### config.mk
export PLATFORM = sky130hd
export DESIGN_NAME = bcd_display_feeder
export DESIGN_NICKNAME = d
export VERILOG_FILES = /design/src/rtl/bcd_display_feeder.sv
export SDC_FILE = /design/constraint.sdc
export NUM_CORES = 1
export LEC_CHECK = 0
export CORE_UTILIZATION = 56
export CTS_BUF_LIST = sky130_fd_sc_hd__clkbuf_2
export DETAILED_ROUTE_END_ITERATION = 12
export PLACE_DENSITY = 0.88
export SYNTH_ARGS = -nofsm -noshare
export SYNTH_HDL_FRONTEND = slang
export SYNTH_SLANG_ARGS = --single-unit
### constraint.sdc
create_clock -name clk -period 1.9 [get_ports clk]
set_clock_uncertainty 0.05 [all_clocks]
set_input_delay 0.475 -clock clk [delete_from_list [all_inputs] [get_ports clk]]
set_output_delay 0.475 -clock clk [all_outputs]
set_load 0.1 [all_outputs]
### src/rtl/bcd_display_feeder.sv
// Sequential double-dabble binary-to-BCD converter with saturation, holding a stable
// packed-BCD word for a 4-digit display. Optional auto-refresh via `define AUTO_REFRESH_EN.
module bcd_display_feeder #(
  parameter int IN_WIDTH    = 16,
  parameter int MAX_VALUE   = 9999,
  parameter int REFRESH_DIV = 1000000
) (
  input  logic                clk,
  input  logic                reset_n,
  input  logic                start,
  input  logic [IN_WIDTH-1:0] bin,
  output logic                busy,
  output logic                done,
  output logic                overflow,
  output logic [15:0]         bcd
);

  localparam int CW = (IN_WIDTH > 1) ? $clog2(IN_WIDTH) : 1;

  typedef enum logic {IDLE, SHIFT} state_e;

  state_e                state_q, state_d;
  logic [IN_WIDTH-1:0]   shift_q, shift_d;
  logic [15:0]           scratch_q, scratch_d;
  logic [CW-1:0]         cnt_q, cnt_d;
  logic                  ovf_pend_q, ovf_pend_d;
  logic [15:0]           bcd_q, bcd_d;
  logic                  overflow_q, overflow_d;
  logic                  done_q, done_d;

  logic                  start_eff;
  logic                  last_shift;
  logic                  saturate;
  logic [15:0]           adj;
  logic [16+IN_WIDTH-1:0] shifted;

`ifdef AUTO_REFRESH_EN
  localparam int RW = (REFRESH_DIV > 1) ? $clog2(REFRESH_DIV) : 1;

  logic [RW-1:0] refresh_q, refresh_d;
  logic          refresh_tick;

  // The tick coincides with the wrap edge, so the first auto start lands on edge REFRESH_DIV.
  assign refresh_tick = (refresh_q == RW'(REFRESH_DIV - 1));
  assign refresh_d    = refresh_tick ? '0 : refresh_q + RW'(1);

  always_ff @(posedge clk or negedge reset_n) begin
    if (!reset_n) refresh_q <= '0;
    else          refresh_q <= refresh_d;
  end

  assign start_eff = start | refresh_tick;
`else
  assign start_eff = start;
`endif

  assign saturate   = (bin > IN_WIDTH'(MAX_VALUE));
  assign last_shift = (state_q == SHIFT) && (cnt_q == CW'(IN_WIDTH - 1));

  // NOTE: state is updated with non-blocking assignments so every register samples pre-edge values.
  always_ff @(posedge clk or negedge reset_n) begin
    if (!reset_n) begin
      state_q    <= IDLE;
      shift_q    <= '0;
      scratch_q  <= '0;
      cnt_q      <= '0;
      ovf_pend_q <= 1'b0;
      bcd_q      <= '0;
      overflow_q <= 1'b0;
      done_q     <= 1'b0;
    end else begin
      state_q    <= state_d;
      shift_q    <= shift_d;
      scratch_q  <= scratch_d;
      cnt_q      <= cnt_d;
      ovf_pend_q <= ovf_pend_d;
      bcd_q      <= bcd_d;
      overflow_q <= overflow_d;
      done_q     <= done_d;
    end
  end

  always_comb begin
    state_d = state_q;
    unique case (state_q)
      IDLE:    if (start_eff)  state_d = SHIFT;
      SHIFT:   if (last_shift) state_d = IDLE;
      default: state_d = IDLE;
    endcase
  end

  // Add-3 correction on each digit, then one left shift of the combined register.
  always_comb begin
    for (int i = 0; i < 4; i++) begin
      adj[4*i +: 4] = (scratch_q[4*i +: 4] >= 4'd5) ? scratch_q[4*i +: 4] + 4'd3
                                                   : scratch_q[4*i +: 4];
    end
    shifted = {adj[14:0], shift_q, 1'b0};
  end

  // NOTE: every target gets a default first so no path leaves a variable unassigned (no latches).
  always_comb begin
    shift_d    = shift_q;
    scratch_d  = scratch_q;
    cnt_d      = cnt_q;
    ovf_pend_d = ovf_pend_q;
    bcd_d      = bcd_q;
    overflow_d = overflow_q;
    done_d     = 1'b0;
    if (state_q == IDLE) begin
      if (start_eff) begin
        shift_d    = saturate ? IN_WIDTH'(MAX_VALUE) : bin;
        ovf_pend_d = saturate;
        scratch_d  = '0;
        cnt_d      = '0;
      end
    end else begin
      shift_d   = shifted[IN_WIDTH-1:0];
      scratch_d = shifted[16+IN_WIDTH-1:IN_WIDTH];
      cnt_d     = cnt_q + CW'(1);
      if (last_shift) begin
        bcd_d      = shifted[16+IN_WIDTH-1:IN_WIDTH];
        overflow_d = ovf_pend_q;
        done_d     = 1'b1;
      end
    end
  end

  assign busy     = (state_q == SHIFT);
  assign done     = done_q;
  assign overflow = overflow_q;
  assign bcd      = bcd_q;

endmodule

==> results.txt <==
hpwl dp = 4090 um
antenna violations before repair = 0
post-synthesis sequential area ratio = 52.1%
largest net degree at the start of global routing = 29
worst setup path class = flop to output pin
Core Region = 4470 sq um
drt drc = 4
RR Startpoint = scratch_q[8]
asr flop ratio synth = 100%
final setup vio count = 0
failing checks = design-rule violations
Tcrit/Tclk final = 94.8%
DR WL/cell = 15.0 um
Max Cap Viol = 0
CTS tree = done
Post-synth EDFFs = 0
ant diodes = 0
Yosys cell types = 34
Cells after Synth = 256
vias in the first global route = 2089
number of port buffers = 37
vias = 2043
Final Hold Vio Count = 0
first-pass GRT wire length = 9380 um
grt total ovfl = 0
synthesized flop and latch total = 56
Peak Freq = 0.555 GHz
synthesized cell area = 2690 sq um
Worst Setup Start Kind = flop
RSZ-0062 raised after global routing = false
Area Growth Syn to Fin = 28.5%
Worst Tran Pin Value = 515 ps
Pre-antenna DRT Iters = 9
Power, Total = 6.53 mW
root buffer cell = clkbuf_2
Crit Reg-Reg Endpoint = bcd[10]
Crit path largest cell delay = 620 ps
DR iter-0 viols = 130
placer congestion estimate = 0.785
TritonCTS Sinks = 56
reg-to-reg slack, setup = 140 ps
# H-tree levels = 2
PD cells = 1890 nW/um^2
syn nets = 284
share of cells above drive strength 1 = 18.2%
CTS clk-pin slew, worst paths = 250 ps
Worst VDD drop = 0.979 mV
Reg2Reg Depth = 6
Tmin final = 1800 ps
I/O pins = 38
ys flop type = dfrtp_1
Critical Path Fanout Max = 17
Worst setup EP type = output pin
antenna-violating nets left = 0
Fin Setup TNS = 0 ps
Yosys Warn Count = 0
GRT Total Usage = 24.0%
clock insertion delay at the later pin of the skew report = 440 ps
Vias per Instance = 5.68
Die Wd = 71.3 um
final wirelength = 5420 um
fin. max-slew vios = 0
Clock Path Buffers = 2
status = finished, violations left
Rows = 24
Avg Cell Area, Syn = 10.5 sq um
worst-path cell chain = buf_12
CP top delay family = flip-flops
Worst EP required = 1370 ps
CP bufs+invs = 1
arrival time worst endpoint = 1280 ps
Die Y-Extent = 71.3 um
cell at the slowest stage of the critical path = dfrtp_2
die area = 5090 sq um
CTS resizes = 0
Total Nets Final = 335
Initial Utilization = 60.2%
Leak = 1.62 nW
HP Class = input pin to async pin
CTS Buf Count = 5
relative slew slack = 65.6%
==> synthesized netlist by cell type, types with 8 or more instances <==
cell      instances  area, sq um
inv_1             8         30.0
mux2i_1          15          150
a21oi_1          13         65.1
nor2_1            8         30.0
dfrtp_1          56         1400
buf_2             8         40.0
nand2_1          31          116
nor3b_1          12         90.1
o21ai_0           8         40.0
nand2b_1         20          125
o21ai_1          19         95.1
ha_1              9          113
==> cell usage in the layout (no fill, tap or decap) <==
cell             count
clkbuf_2             7
clkdlybuf4s50_1     17
o21a_1               4
xnor2_1              5
nor4b_2              1
buf_2                1
nand4_1              1
ha_1                 9
mux2i_1             15
nor3_2               1
o41a_1               1
a221o_1              4
o31ai_1              2
a21oi_1             13
and4_1               1
buf_12              20
nand3_4              1
dlygate4sd3_1        1
nand2b_1            20
mux2_2               5
buf_4               18
nor3_1               3
o21ai_1             19
clkinv_1             2
nor2b_1              3
o21ai_0              8
nand2_1             31
or3_4                1
nor3b_1             12
dfrtp_2              1
a21o_1               2
inv_1                8
nor2_1               8
o22ai_1              3
a22o_1               3
xor2_1               1
dfrtp_1             55
nand3_1              1
==> logic make-up after synthesis <==
group           synth area share [%]
simple gates                    17.4
compound gates                  13.2
flops                           52.1
buf+inv                         3.44
mux                             7.67
fa+ha+maj                       4.18
xor+xnor                        1.95
==> stage by stage <==
stage	instance area, sq um	cells	worst slack (ps)	hold slack [ps]	util [%]
2_1_floorplan	2690	256	307	129	-
3_3_place_gp	3410	351	-137	401	76.2
3_5_place_dp	3410	351	-191	422	76.2
4_1_cts	3460	360	68.7	440	77.3
5_1_grt	3460	360	6.56	447	77.3
6_report	3460	360	98.5	445	77.3
==> area by class of cell <==
| cell class | instances | area (sq um) |
|---|---|---|
| clock inverter | 1 | 3.75 |
| fill | 285 | 1020 |
| sequential | 56 | 1400 |
| inverter | 9 | 33.8 |
| multi-input combinational | 178 | 1200 |
| tap | 52 | 65.1 |
| timing repair buffer | 57 | 721 |
| clock buffer | 7 | 35.0 |
==> flip-flops by register name, summed over array words and instances, names as in the netlist <==
signal,cells
overflow,1
done,1
ovf_pend_q,1
bcd,16
busy,1
scratch_q,16
shift_q,16
cnt_q,4
==> metal layers <==
| layer | up-vias | track usage, % | routed length (um) |
|---|---|---|---|
| met3 | 14 | 4.78 | 213 |
| li1 | 986 | - | - |
| met1 | 988 | 28.4 | 2280 |
| met2 | 55 | 42.6 | 2780 |
| met5 | - | 0 | 0 |
| met4 | 0 | 10.0 | 137 |
==> timing repair <==
action	4_1_cts	5_1_grt
hold buffers	1	0
buffers inserted	0	0
endpoints found under the hold margin	19	0
==> power breakdown <==
group          leakage, nW  total (mW)  internal (mW)  switching [mW]
clock network       0.0306       0.453         0.0982           0.354
logic                0.874        3.86           1.57            2.30
registers            0.711        2.22           1.71           0.505
total                 1.62        6.53           3.38            3.16
==> how the worst max path moves through the flow <==
stage	slack, ps	startpoint	depth (start not counted)	to
4_1_cts	70	busy	1	busy
5_1_grt	7	busy	1	busy
6_report	100	busy	1	busy
2_1_floorplan	310	busy	5	bcd[11]
3_5_place_dp	-190	bin[6]	4	shift_q[2]
3_3_place_gp	-140	bin[6]	4	shift_q[2]
Note: power is estimated with default switching activity, not from simulation.
